`config.mk`:
```
export PLATFORM = sky130hd
export DESIGN_NAME = dense_node_mac
export DESIGN_NICKNAME = d
export VERILOG_FILES = /design/src/rtl/nn_pkg.sv /design/src/rtl/mul_2c_reg.sv /design/src/rtl/dense_node_mac.sv
export SDC_FILE = /design/constraint.sdc
export NUM_CORES = 2
export LEC_CHECK = 0
export BUFFER_PORTS_ARGS = -buffer_cell sky130_fd_sc_hd__buf_2
export CORE_ASPECT_RATIO = 1.1
export CORE_MARGIN = 5
export CORE_UTILIZATION = 25
export CTS_CLUSTER_DIAMETER = 40
export CTS_CLUSTER_SIZE = 12
export DETAILED_ROUTE_END_ITERATION = 10
export SYNTH_ARGS = -nofsm -noshare
export SYNTH_HDL_FRONTEND = slang
export SYNTH_SLANG_ARGS = --single-unit
```
`constraint.sdc`:
```
create_clock -name clk -period 2.7 [get_ports clk]
set_input_delay 0.54 -clock clk [delete_from_list [all_inputs] [get_ports clk]]
set_output_delay 0.54 -clock clk [all_outputs]
set_load 0.01 [all_outputs]
```
`src/rtl/nn_pkg.sv`:
```
// Shared types and helpers for the dense-layer neuron node.
package nn_pkg;

  typedef enum logic [2:0] {
    IDLE,
    ACCUM,
    DRAIN,
    BIAS,
    DONE
  } node_state_t;

  localparam int DEFAULT_DATA_W    = 32;
  localparam int DEFAULT_FRAC_BITS = 0;

  // Working width of sat_trunc; wide enough for the full post-bias sum.
  localparam int SAT_W = 128;

  // Reduces a wide signed sum to data_w bits. With saturation enabled the
  // value is clamped to the signed data_w range. Otherwise it is returned
  // unchanged, and the caller keeps its low data_w bits, so it wraps around.
  function automatic logic signed [SAT_W-1:0] sat_trunc(
    input logic signed [SAT_W-1:0] r,
    input int                      data_w,
    input bit                      sat_en
  );
    logic signed [SAT_W-1:0] max_v;
    logic signed [SAT_W-1:0] min_v;
    max_v = (SAT_W'(1) <<< (data_w - 1)) - SAT_W'(1);
    min_v = -max_v - SAT_W'(1);
    if (!sat_en)        return r;
    else if (r > max_v) return max_v;
    else if (r < min_v) return min_v;
    else                return r;
  endfunction

endpackage

```
`src/rtl/mul_2c_reg.sv`:
```
// Registered signed DATA_W x DATA_W -> 2*DATA_W multiplier with valid pass-through.
module mul_2c_reg #(
  parameter int DATA_W = 32
) (
  input  logic                       clk,
  input  logic                       rst_n,
  input  logic                       in_vld,
  input  logic signed [DATA_W-1:0]   a,
  input  logic signed [DATA_W-1:0]   b,
  output logic signed [2*DATA_W-1:0] prod,
  output logic                       prod_vld
);

  localparam int P_W = 2 * DATA_W;

  // Capture a product on every accepted pair; the valid bit follows the input valid.
  always_ff @(posedge clk or negedge rst_n) begin
    if (!rst_n) begin
      prod     <= '0;
      prod_vld <= 1'b0;
    end else begin
      // NOTE: all clocked state uses non-blocking assignments. Every register
      // then samples values from before the edge, whatever the statement order.
      prod_vld <= in_vld;
      if (in_vld) prod <= P_W'(a) * P_W'(b);
    end
  end

endmodule

```
`src/rtl/dense_node_mac.sv`:
```
// Streaming fixed-point neuron node: start + bias, N_INPUTS (x, w) pairs,
// multiply-accumulate, add the bias, then optional ReLU. The result is held
// behind an out_valid/out_ready handshake.
// Build option: define DENSE_NODE_SAT_EN to saturate the result to DATA_W.
// Without it, the result wraps around.
module dense_node_mac
  import nn_pkg::*;
#(
  parameter int DATA_W    = DEFAULT_DATA_W,
  parameter int FRAC_BITS = DEFAULT_FRAC_BITS,
  parameter int N_INPUTS  = 784,
  parameter int ACT_RELU  = 1
) (
  input  logic              clk,
  input  logic              rst_n,
  input  logic              start,
  input  logic [DATA_W-1:0] bias,
  input  logic              in_valid,
  output logic              in_ready,
  input  logic [DATA_W-1:0] in_x,
  input  logic [DATA_W-1:0] in_w,
  output logic              out_valid,
  input  logic              out_ready,
  output logic [DATA_W-1:0] node_res,
  output logic              busy
);

  // Sized so the sum of N_INPUTS full-scale products can never overflow.
  localparam int ACC_W = 2 * DATA_W + $clog2(N_INPUTS) + 1;
  localparam int CNT_W = $clog2(N_INPUTS + 1);
  localparam int R_W   = ACC_W + 1;

`ifdef DENSE_NODE_SAT_EN
  localparam bit SAT_EN = 1'b1;
`else
  localparam bit SAT_EN = 1'b0;
`endif

  node_state_t                state, state_nxt;
  logic signed [ACC_W-1:0]    acc;
  logic        [CNT_W-1:0]    cnt;
  logic signed [DATA_W-1:0]   bias_q;
  logic signed [2*DATA_W-1:0] prod;
  logic                       prod_vld;
  logic                       xfer;
  logic                       last_xfer;
  logic signed [R_W-1:0]      r;
  logic        [DATA_W-1:0]   r_red;
  logic        [DATA_W-1:0]   res_act;

  assign in_ready  = (state == ACCUM);
  assign out_valid = (state == DONE);
  assign busy      = (state != IDLE);
  assign xfer      = in_valid & in_ready;
  assign last_xfer = xfer && (cnt == CNT_W'(N_INPUTS - 1));

  mul_2c_reg #(.DATA_W(DATA_W)) u_mul (
    .clk      (clk),
    .rst_n    (rst_n),
    .in_vld   (xfer),
    .a        (in_x),
    .b        (in_w),
    .prod     (prod),
    .prod_vld (prod_vld)
  );

  // State register; reset aborts any evaluation in flight.
  always_ff @(posedge clk or negedge rst_n) begin
    if (!rst_n) state <= IDLE;
    else        state <= state_nxt;
  end

  // Next-state sequencing through the evaluation phases.
  always_comb begin
    // NOTE: the default assignment comes before the case statement. Every path
    // then assigns state_nxt, so no latch is inferred.
    state_nxt = state;
    case (state)
      IDLE:    if (start) state_nxt = ACCUM;
      ACCUM:   if (last_xfer) state_nxt = DRAIN;
      DRAIN:   state_nxt = BIAS;
      BIAS:    state_nxt = DONE;
      DONE:    if (out_ready) state_nxt = IDLE;
      default: state_nxt = IDLE;
    endcase
  end

  // Bias add, then reduction to DATA_W, then the optional ReLU clamp.
  always_comb begin
    r       = R_W'(acc >>> FRAC_BITS) + R_W'(bias_q);
    r_red   = DATA_W'(sat_trunc(SAT_W'(r), DATA_W, SAT_EN));
    res_act = r_red;
    if (ACT_RELU != 0 && r_red[DATA_W-1]) res_act = '0;
  end

  // Accumulator, pair counter, bias latch and result register.
  always_ff @(posedge clk or negedge rst_n) begin
    if (!rst_n) begin
      acc      <= '0;
      cnt      <= '0;
      bias_q   <= '0;
      node_res <= '0;
    end else begin
      if (prod_vld) acc <= acc + ACC_W'(prod);
      if (xfer)     cnt <= cnt + 1'b1;
      // A new evaluation overrides the lines above. prod_vld is always low in IDLE.
      if (state == IDLE && start) begin
        bias_q <= bias;
        acc    <= '0;
        cnt    <= '0;
      end
      if (state == BIAS) node_res <= res_act;
    end
  end

endmodule

```
======== Word-level counts from Yosys, hierarchy flattened ========
Index checks and enable logic that the tools add are counted.
Widths: inputs -> output; s select.
word-level totals
  flip-flop bits (word level) ............. 217
  output and inout bits ................... 35
cells by class
  $add $sub $neg .......................... 3
  multipliers ............................. 1
  equality and inequality tests ........... 8
  mux-type cells .......................... 9
  bitwise logic cells ..................... 1
  reductions and logical operators ........ 7
operator list
  cell                   number
  $mux 75                2
  $add 75x64->75         1
  $mul 32x32->64         1
  $add 32x32->32         1
  $mux 31                1
  $mux 10                2
  $pmux 3 s5             1
  $add 10x1->10 const B  1
  $eq 10x10->1 const B   1
  $mux 3                 3
  $eq 3x2->1 const B     2
  $ne 2x1->1 const B     2
  $reduce_bool 2->1      2
  $eq 3x1->1 const B     1
  $eq 3x3->1 const B     1
  $logic_not 3->1        1
  $reduce_and 3->1       1
  $reduce_bool 3->1      1
  $logic_and 1x1->1      2
  $ne 2x2->1 const B     1
  $and 1x1->1            1

======== Depth between registers and ports, before layout ========
  depth in word-level cells ............... 5
  mapped depth ............................ 27

======== Hierarchy ========
From an unflattened synthesis, not the netlist that was laid out.
second synthesis, totals
  cell total of the unflattened synthesis .. 4865
  area, all modules ....................... 46071.7 um^2
modules (own cells, without submodules)
  module          times used  cells an instance  area an instance (um^2)  sequential area each (um^2)
  mul_2c_reg      1           4041               38628.3                  1626.6
  dense_node_mac  1           824                7443.4                   2702.6

======== Least setup slack after synthesis ========
OpenSTA, ideal clock, no wires.
  kind .................................... input port to flip-flop
  from .................................... in in_w[4]
  to ...................................... reg u_mul.prod[27]
  library setup time ...................... 90 ps
  arrival time ............................ 7310 ps
  slack ................................... -4700 ps
  cell stages on the path ................. 26
  buffers on the path ..................... 2
  cells stage by stage .................... clkbuf_1 clkbuf_1 nand2_1 fa_1 inv_1 fa_1 fa_1 inv_1 fa_1 inv_1 fa_1 fa_1 inv_1 fa_1 fa_1 inv_1 ha_1 nand2_1 a2111oi_0 o22a_1 o311ai_4 nand4b_4 a31oi_4 or2b_1 a2111o_1 o2111ai_1
between the ends
  longest elaborated chain between the ends .. 1
ends and longest elaborated chain
  what                  line                  source
  from (decl)           dense_node_mac.sv:21  input logic [DATA_W-1:0] in_w,
  $mul 32x32->64        mul_2c_reg.sv:25      if (in_vld) prod <= P_W'(a) * P_W'(b);
  to (signal assigned)  mul_2c_reg.sv:25
  to (decl)             mul_2c_reg.sv:10      output logic signed [2*DATA_W-1:0] prod,
No other way between the ends.
A chain may end at the register's enable or synchronous reset.

======== Worst setup path after layout ========
  from .................................... in in_w[9]
  to ...................................... reg u_mul.prod[31]
Same word-level chain as after synthesis.

==> run metrics <==
Avg Cell Area, Syn 8.868 um^2; Die Area 106500 um^2; HP Class in -> async; H-tree Lvls 4; post-route worst setup slack -3827 ps; CTS Hold Bufs 0; Yosys reg bits 141; cell taking the most area after synthesis fa_1; clock root buffer clkbuf_16; worst path arrival time 6840 ps; Post-synth EDFFs 0; Max-cap violations 0; Final Max Slew Viols 0; CTS max path bufs 2; Placed Instance Area 30620 um^2; final worst-path cycle share 241.7%; gr ovfl total 0; vias in the first global route 21420; Initial Util 25.24%; design area 33610 um^2; final setup skew 6.863 ps; initial antenna violation count 4; syn nets 3546; Post-Route WL 73.54 mm; Clock Latency Late Sink 440 ps; final hold vios 0; # rows 121; Post-Layout Cell Count 4599; largest net degree at the start of global routing 57; Worst Setup SP in_w[9]; IO buf count 134; synth unique cells 79; first-pass GRT wire length 115.8 mm; DRT Pass-1 Iters 4; FFs w/ async S/R, synth 100.0%; final critical-path required period 6527 ps; Mapped Cells 2822; Synth area leaders fa_1, dfrtp_1, ha_1, and2_1, inv_1; Starting DRT DRC Count 982; hold slack 73.60 ps; worst slew pin tran 1019 ps; DP HPWL 61.00 mm; Core ar. 99160 um^2; FF-to-FF Start acc[0]$_DFFE_PN0P_; synthesized area 25030 um^2; slowest stage delay, CP 570 ps; area grow syn2layout 34.32%; net count reported at finish 4016; area fraction of the dominant cell type after synthesis 32.80%; Die H 341.8 um; critical path's slowest cell fa_1; worst-path fanout max 8; outcome finished with violations; failing checks setup timing; GRT Resource Usage Total 13.60%; Slew headroom 32.03%; routed vias/inst 4.354; RSZ-0062 raised after global routing true; synth cell count leaders inv_1, fa_1, nand2_1; residual DRC count 0; ys flop type dfrtp_1; Die W 311.7 um; Clk pin slew, worst setup/hold paths 60 ps; GPL Wtd Cong 0.8544; CP endpoint kind flip-flop; crit-path cells buf_2 -> buf_4 -> buf_12 -> and2_1 -> fa_1 -> fa_1 -> fa_1 -> inv_1 -> fa_1 -> fa_1 -> fa_1 -> fa_1 -> fa_2 -> xor2_2 -> xnor2_1 -> xnor2_1 -> xnor2_1 -> xnor2_1 -> xnor2_1 -> xnor2_1 -> buf_4 -> xnor2_1 -> o21ai_1; most numerous cell in the Yosys netlist inv_1; Wirelength per Cell 15.99 um; total CTS buffers 17; Ports 136; Setup-failing EPs final 64; type of origin of the critical path input port; Placed Cells 4511; crit path kind in -> reg; Routed Antenna Nets 0; CTS sink count 141; TritonCTS clock tree yes; share of cells above drive strength 1 29.23%; sequential share of the synthesized area 14.10%; via count 20030; Worst EP required 3010 ps; Synth Warn # 0; Max Fclk 0.1532 GHz
## layout by cell type (no fill, tap or decap), types with 12 or more instances in the layout
master	instances
a21o_1	31
a21oi_1	50
a21oi_2	15
and2_1	295
and2_4	36
buf_12	24
buf_2	99
buf_4	360
buf_6	73
buf_8	12
clkbuf_16	20
dfrtp_1	137
fa_1	385
fa_2	25
ha_1	139
ha_4	72
inv_1	493
inv_2	42
mux2i_1	22
nand2_1	389
nand3_1	16
nor2_1	60
o21a_1	13
o21ai_0	34
o21ai_1	26
o21ai_2	30
xnor2_1	82
xor2_1	45
## layout make-up
type | instances | area, um^2
Fill cell | 10060 | 65550
Tap cell | 1291 | 1615
Sequential cell | 141 | 3533
Inverter | 536 | 2014
Clock buffer | 21 | 470.5
Timing Repair Buffer | 575 | 4826
Multi-Input combinational cell | 2021 | 21010
Clock inverter | 11 | 140.1
Antenna cell | 3 | 7.507
## worst max-delay path, delay by kind of cell
| family | cells | cell delay (ps) |
|---|---|---|
| AND/OR/NAND/NOR | 1 | 150 |
| adder cells (fa/ha/maj) | 8 | 3940 |
| AO/OA/AOI/OAI | 1 | 70 |
| buffers and inverters | 5 | 740 |
| XOR/XNOR | 8 | 1370 |
## flip-flops by register name, summed over array words and instances (netlist names)
register and count:
bias_q 32, cnt 10, u_mul.prod 32, acc 32, state 3, node_res 31
u_mul.prod_vld 1
## cells by family after synthesis
kind of cell / synth area share, %
AND/OR/NAND/NOR: 18.51
adder cells (fa/ha/maj): 43.45
XOR/XNOR: 4.864
AO/OA/AOI/OAI: 8.129
other: 0.01498
flip-flops: 14.10
buffers and inverters: 9.964
multiplexers: 0.9699
## per-layer routing
layer  part of all wire, %  global-route usage (%)  vias to the layer above
met3                   3.7                   1.441                       87
met5                     0                       0                        -
met2                    50                   24.18                      378
li1                      -                       -                     9617
met1                    43                   17.44                     9944
met4                   3.3                   4.246                        0
## path summary, 6_finish.rpt
path,endpoint,slack [ps],cells past startpoint
worst max-delay path,u_mul.prod[31]$_DFFE_PN0P_,-3830,23
worst min-delay path,bias_q[13]$_DFFE_PN0P_,70,1
worst max register to register,node_res[24]$_DFFE_PN0P_,-250,14
worst min register to register,node_res[11]$_DFFE_PN0P_,470,2
max in group asynchronous,bias_q[4]$_DFFE_PN0P_,1980,2
min in group clk,bias_q[14]$_DFFE_PN0P_,290,3
## stage by stage
stage	setup TNS, ps	utilization (%)	setup slack [ps]
finish	-86210	33.90	-3827
CTS	-85150	33.00	-3828
detailed placement	-111690	30.88	-4664
global route	-94770	33.89	-4023
global placement	-110000	30.88	-4589
floorplan	-86350	-	-4112
## repair_timing
item	4_1_cts	5_1_grt
cloned	2	4
pin swaps	155	167
setup buffers	32	26
endpoints found under the hold margin	0	0
setup endpoints to repair	76	76
resized for setup	299	178
Power is not shown: default switching activity piles up to over one toggle a cycle in this logic, so the estimate is an artifact.
